[config.mk]
export PLATFORM = sky130hd
export DESIGN_NAME = keypoint_collector
export DESIGN_NICKNAME = d
export VERILOG_FILES = /design/src/rtl/keypoint_collector_pkg.sv /design/src/rtl/kp_fifo.sv /design/src/rtl/keypoint_collector.sv
export SDC_FILE = /design/constraint.sdc
export NUM_CORES = 1
export LEC_CHECK = 0
export CORE_UTILIZATION = 50
export CTS_CLUSTER_DIAMETER = 30
export DETAILED_ROUTE_END_ITERATION = 8
export MAX_ROUTING_LAYER = met4
export PLACE_DENSITY = 0.69
export SLEW_MARGIN = 20
export SYNTH_ARGS = -nofsm -noshare
export SYNTH_HDL_FRONTEND = slang
export SYNTH_SLANG_ARGS = --single-unit
[constraint.sdc]
create_clock -name i_clk -period 5 [get_ports i_clk]
set_input_delay 1.5 -clock i_clk [delete_from_list [all_inputs] [get_ports i_clk]]
set_output_delay 1.5 -clock i_clk [all_outputs]
set_load 0.02 [all_outputs]
[src/rtl/keypoint_collector_pkg.sv]
// Shared state encodings, record layout and border test for the keypoint collector.
package keypoint_collector_pkg;

    localparam int unsigned X_W     = 10;
    localparam int unsigned Y_W     = 10;
    localparam int unsigned SCORE_W = 8;
    localparam int unsigned REC_W   = X_W + Y_W + SCORE_W;
    localparam int unsigned COUNT_W = 11;

    localparam logic [2:0] ST_IDLE  = 3'd0;
    localparam logic [2:0] ST_SKIP  = 3'd1;
    localparam logic [2:0] ST_SCAN  = 3'd2;
    localparam logic [2:0] ST_DRAIN = 3'd3;
    localparam logic [2:0] ST_DONE  = 3'd4;

    typedef struct packed {
        logic [X_W-1:0]     x;
        logic [Y_W-1:0]     y;
        logic [SCORE_W-1:0] score;
    } kp_rec_t;

    // True when (x, y) lies inside the image with a margin of 'border' pixels on every side.
    function automatic logic in_window(input logic [X_W-1:0] x, input logic [Y_W-1:0] y,
                                       input int unsigned width, input int unsigned height,
                                       input int unsigned border);
        return (32'(x) >= border) && (32'(x) + border < width) &&
               (32'(y) >= border) && (32'(y) + border < height);
    endfunction

endpackage

[src/rtl/kp_fifo.sv]
// Synchronous record FIFO with full/empty flags; a pop frees its slot for a push in the same cycle.
module kp_fifo #(
    parameter int unsigned DEPTH  = 16,
    parameter int unsigned DATA_W = 28
) (
    input  logic              clk,
    input  logic              rst_n,
    input  logic              push,
    input  logic [DATA_W-1:0] push_data,
    input  logic              pop,
    output logic [DATA_W-1:0] pop_data,
    output logic              full,
    output logic              empty
);

    localparam int unsigned AW = (DEPTH > 1) ? $clog2(DEPTH) : 1;

    logic [DATA_W-1:0] mem [DEPTH];
    logic [AW-1:0]     wr_ptr, rd_ptr;
    logic [AW:0]       fill;
    logic              do_push, do_pop;

    assign full     = (fill == (AW + 1)'(DEPTH));
    assign empty    = (fill == '0);
    assign do_pop   = pop && !empty;
    assign do_push  = push && (!full || do_pop);
    // Head reads as zero when empty so the outputs are clean straight out of reset.
    assign pop_data = empty ? '0 : mem[rd_ptr];

    always_ff @(posedge clk or negedge rst_n) begin
        if (!rst_n) begin
            wr_ptr <= '0;
            rd_ptr <= '0;
            fill   <= '0;
        end else begin
            if (do_push) begin
                wr_ptr <= wr_ptr + AW'(1);
            end
            if (do_pop) begin
                rd_ptr <= rd_ptr + AW'(1);
            end
            fill <= fill + (AW + 1)'(do_push) - (AW + 1)'(do_pop);
        end
    end

    always_ff @(posedge clk) begin
        if (do_push) begin
            mem[wr_ptr] <= push_data;
        end
    end

endmodule

[src/rtl/keypoint_collector.sv]
// Turns the detector's per-pixel flag stream into queued {x, y, score} records, discarding
// border hits and dropping (with a sticky overflow) whatever the FIFO or per-frame cap refuses.
module keypoint_collector
    import keypoint_collector_pkg::*;
#(
    parameter int unsigned WIDTH  = 640,
    parameter int unsigned HEIGHT = 480,
    parameter int unsigned OFFSET = 8,
    parameter int unsigned BORDER = 3,
    parameter int unsigned DEPTH  = 16,
    parameter int unsigned MAX_KP = 1024
) (
    input  logic               i_clk,
    input  logic               i_rst_n,
    input  logic               i_start,
    input  logic               i_flag,
    input  logic [SCORE_W-1:0] i_score,
    output logic               o_kp_valid,
    input  logic               i_kp_ready,
    output logic [X_W-1:0]     o_kp_x,
    output logic [Y_W-1:0]     o_kp_y,
    output logic [SCORE_W-1:0] o_kp_score,
    output logic [COUNT_W-1:0] o_kp_count,
    output logic               o_overflow,
    output logic               o_frame_done
);

    localparam int unsigned SKIP_W = $clog2(OFFSET + 2);

    logic [2:0]         state_q, state_d;
    logic [SKIP_W-1:0]  skip_q, skip_d;
    logic [X_W-1:0]     x_q, x_d;
    logic [Y_W-1:0]     y_q, y_d;
    logic [COUNT_W-1:0] count_q, count_d;
    logic               ovf_q, ovf_d;

    logic    push, pop, fifo_full, fifo_empty, qualify, room;
    kp_rec_t push_rec, head_rec;

    assign pop      = !fifo_empty && i_kp_ready;
    assign qualify  = i_flag && in_window(x_q, y_q, WIDTH, HEIGHT, BORDER);
    // A full FIFO still takes a record when its head leaves in the same cycle.
    assign room     = (!fifo_full || pop) && (32'(count_q) < MAX_KP);
    assign push_rec = '{x: x_q, y: y_q, score: i_score};

    always_comb begin
        state_d = state_q;
        skip_d  = skip_q;
        x_d     = x_q;
        y_d     = y_q;
        count_d = count_q;
        ovf_d   = ovf_q;
        push    = 1'b0;
        case (state_q)
            ST_IDLE: begin
                if (i_start) begin
                    count_d = '0;
                    ovf_d   = 1'b0;
                    x_d     = '0;
                    y_d     = '0;
                    // The start cycle itself is the first skipped position.
                    skip_d  = SKIP_W'(1);
                    state_d = (OFFSET > 1) ? ST_SKIP : ST_SCAN;
                end
            end
            ST_SKIP: begin
                if (skip_q >= SKIP_W'(OFFSET - 1)) begin
                    state_d = ST_SCAN;
                end else begin
                    skip_d = skip_q + SKIP_W'(1);
                end
            end
            ST_SCAN: begin
                if (qualify) begin
                    if (room) begin
                        push    = 1'b1;
                        count_d = count_q + COUNT_W'(1);
                    end else begin
                        ovf_d = 1'b1;
                    end
                end
                if (x_q == X_W'(WIDTH - 1)) begin
                    x_d = '0;
                    if (y_q == Y_W'(HEIGHT - 1)) begin
                        state_d = ST_DRAIN;
                    end else begin
                        y_d = y_q + Y_W'(1);
                    end
                end else begin
                    x_d = x_q + X_W'(1);
                end
            end
            ST_DRAIN: begin
                if (fifo_empty) begin
                    state_d = ST_DONE;
                end
            end
            ST_DONE: begin
                state_d = ST_IDLE;
            end
            default: begin
                state_d = ST_IDLE;
            end
        endcase
    end

    always_ff @(posedge i_clk or negedge i_rst_n) begin
        if (!i_rst_n) begin
            state_q <= ST_IDLE;
            skip_q  <= '0;
            x_q     <= '0;
            y_q     <= '0;
            count_q <= '0;
            ovf_q   <= 1'b0;
        end else begin
            state_q <= state_d;
            skip_q  <= skip_d;
            x_q     <= x_d;
            y_q     <= y_d;
            count_q <= count_d;
            ovf_q   <= ovf_d;
        end
    end

    kp_fifo #(
        .DEPTH (DEPTH),
        .DATA_W(REC_W)
    ) u_fifo (
        .clk      (i_clk),
        .rst_n    (i_rst_n),
        .push     (push),
        .push_data(push_rec),
        .pop      (pop),
        .pop_data (head_rec),
        .full     (fifo_full),
        .empty    (fifo_empty)
    );

    assign o_kp_valid   = !fifo_empty;
    assign o_kp_x       = head_rec.x;
    assign o_kp_y       = head_rec.y;
    assign o_kp_score   = head_rec.score;
    assign o_kp_count   = count_q;
    assign o_overflow   = ovf_q;
    assign o_frame_done = (state_q == ST_DONE);

endmodule

==> reports/metrics.csv <==
stage,metric,value,unit
sta,max_slew_margin,0.352,
floorplanning,die_w,202,µm
synth,synth_cells,997,
grt,grt_overflow,0,
synth,synth_area,20100,µm²
layout,nets,1167,
synth,async_reset_ff_frac,0.104,
floorplanning,coreArea,39600,µm²
synth,yosysSeqAreaShare,0.735,
clock_tree,cts_setup_buffers,0,
layout,drive_gt1_frac,0.306,
power_and_ir_drop,ir_drop,0.340,mV
floorplanning,start_util,0.506,
placed_design,pre_cts_slack,0.574,ns
routing,vias_per_cell,5.97,
layout,seq_area,14800,µm²
synth,synthTopCellsByArea,"edfxtp_1 (67%), mux4_2 (16%), dfrtp_1 (6.5%)",
hold_path,hold_depth,2,
outcome,outcome,finished clean,
routing,drtIter0Drc,733,
sta,worst_pin_slew,0.958,ns
clock_tree,hold_buffers,0,
sta,rsz0062_at_grt,false,
sta,finalHoldViolCount,0,
setup_path,cp.required,3.50,ns
setup_path,end_kind,output pin,
layout,multi_input_area,5060,µm²
setup_path,start_kind,register,
routing,routed_wl,44.8,mm
grt,first_global_vias,10848,
routing,drc_errors,0,
setup_path,path_max_fanout,47,
synth,synth_warnings,0,
setup_path,crit_top_cell,mux4_2,
sta,maxSlewViolCount,0,
synth,yosysTopAreaCell,edfxtp_1,
clock_tree,cts-resized-gates,0,
synth,syn_avg_cell_area,20.1,µm²
setup_path,cp_num_buf_inv,2,
floorplanning,die_h,202,µm
placed_design,dp_hpwl,23.4,mm
placed_design,place_congestion,0.808,
routing,wl_per_cell,25.7,µm
sta,setup_ws,0.149,ns
clock_tree,insertion_delay,0.61,ns
grt,grt_usage,0.234,
sta,setup_viol,0,
routing,num_vias,10397,
setup_path,r2r_cells,7,
clock_tree,cts_htree_levels,3,
power_and_ir_drop,powerDensity,521,nW/µm²
flow_run,max_cap_violations,0,
clock_tree,cts_root_buffer,clkbuf_16,
setup_path,crit_cells,5,
synth,syn_nets,1028,
setup_path,arrival,3.35,ns
clock_tree,clock_sinks,500,
layout,fin_area,24900,µm²
sta,fmax,206,MHz
routing,dr.pass1.iters,5,
clock_tree,cts_buffer_depth,3,
synth,yosysTopAreaCellShare,0.670,
synth,ys_types,56,
sta,tns,0,ns
grt,antenna_found_initial,1,
floorplanning,dieArea,41000,µm²
floorplanning,io_pins,55,
setup_path,crit_type,reg -> out,
sta,finalCritPeriodShare,0.970,
synth,synthFlopType,edfxtp_1,
routing,detail-route-antenna-nets,0,
clock_tree,cts_buffers,95,
power_and_ir_drop,p_leak,8.76,nW
grt,grt_pass1_wl,68.1,mm
setup_path,critPathTopFamily,multiplexers,
setup_path,cp_slowest_cell,mux4_2,
layout,area_growth_syn_to_layout,24.0,%
setup_path,cp_slowest_stage_delay,0.58,ns
grt,grt_max_degree,48,
clock_tree,cts_tree,yes,
layout,fillers,2689,
sta,fin_crit,4.85,ns
setup_path,cp_cell_sequence,"buf_12, mux4_2, mux4_2, nor2b_1, clkdlybuf4s50_1",
sta,finClkSkew,0.0185,ns
floorplanning,rows,73,
synth,synth-seq-cells,500,
placed_design,post_dp_cell_area,21600,µm²
synth,synth-edff-count,448,
clock_tree,clk_transition_reported_paths,0.05,ns
placed_design,io_buffers,54,
hold_path,min_path_type,reg -> reg,
-- Yosys cell counts (all sizes together), types with 9 or more instances --
| master | number |
|---|---|
| edfxtp | 448 |
| mux4 | 140 |
| dfrtp | 52 |
| clkbuf | 35 |
| nand2 | 33 |
| nor2b | 32 |
| inv | 23 |
| nor2 | 23 |
| o21ai | 23 |
| ha | 17 |
| and3 | 16 |
| a21oi | 14 |
| buf | 14 |
| nand3 | 12 |
| xnor2 | 11 |
| or4 | 9 |
-- path summary, 6_finish.rpt --
path	slack, ns	from	to
max	0.15	u_fifo.rd_ptr[0]	o_kp_x[9]
min	0.48	skip_q[3]	skip_q[3]
max reg2reg	1.11	x_q[6]	u_fifo.mem[15][1]
min reg2reg	0.48	skip_q[3]	skip_q[3]
max in group asynchronous	3.22	i_rst_n	y_q[4]
min in group asynchronous	1.02	i_rst_n	x_q[7]
-- layout make-up --
type / count / share of cell area
diodes: 1 / 0.000101
well taps: 525 / 0.0264
clock inverters: 74 / 0.0337
flip-flops and latches: 500 / 0.593
inverters: 23 / 0.00347
repair buffers: 91 / 0.0422
clock buffers: 104 / 0.0973
multi-input cells: 425 / 0.204
-- power by group --
part	internal, W	switching (W)
Combinational	0.000964	0.000855
Clock	0.00421	0.00220
Sequential	0.00456	0.000185
Total	0.00974	0.00324
-- routing by layer --
metal	vias up	global-route usage	share of wire
met3	70	0.0484	0.071
met1	5450	0.313	0.41
met2	458	0.365	0.50
li1	4419	-	-
met4	0	0.0690	0.019
met5	-	-	0
-- layout by cell type, fill, tap and decap left out, drive strengths merged, types with 9 or more instances in the layout --
master         Yosys  routed
clkinvlp           0      14
clkinv             0      33
or4                9       9
nor2b             32      32
xnor2             11      11
clkdlybuf4s50      0      53
and3              16      16
nand2             33      33
bufinv             0      13
buf               14      38
o21ai             23      23
a21oi             14      14
mux4             140     140
nor2              23      23
edfxtp           448     448
clkbuf            35     104
inv               23      37
nand3             12      12
ha                17      17
dfrtp             52      52
-- cell families (layout without fill, tap and decap cells) --
family	count (synthesis)	after routing	synth area share
and+or+nand+nor	178	178	0.0498
AOI/OAI and AO/OA	66	66	0.0213
muxes	146	146	0.160
adders and majority gates	18	18	0.0116
other	0	1	0
buffers and inverters	72	292	0.0149
xor gates and xnor gates	17	17	0.00742
DFF	500	500	0.735
-- registers in the layout, indices dropped and copies added (netlist names) --
signal / cells
u_fifo.rd_ptr: 4
u_fifo.mem: 448
skip_q: 4
u_fifo.fill: 5
y_q: 10
state_q: 3
o_kp_count: 11
x_q: 10
o_overflow: 1
u_fifo.wr_ptr: 4
-- per-stage QoR --
stage	total power [W]	hold WS (ns)	util	std cells
3_3_place_gp	0.00667	0.457	0.545	1564
2_1_floorplan	0.00608	0.441	-	997
6_report	0.0130	0.479	0.628	1743
5_1_grt	0.0134	0.514	0.628	1743
3_5_place_dp	0.00668	0.470	0.545	1564
4_1_cts	0.0131	0.481	0.628	1742
-- worst min-delay path, stage by stage (launching register included) --
cell and delay, ns:
dfrtp_1 0.35, nand2_1 0.05, nand2_1 0.05
(Power assumes the default switching activity.)
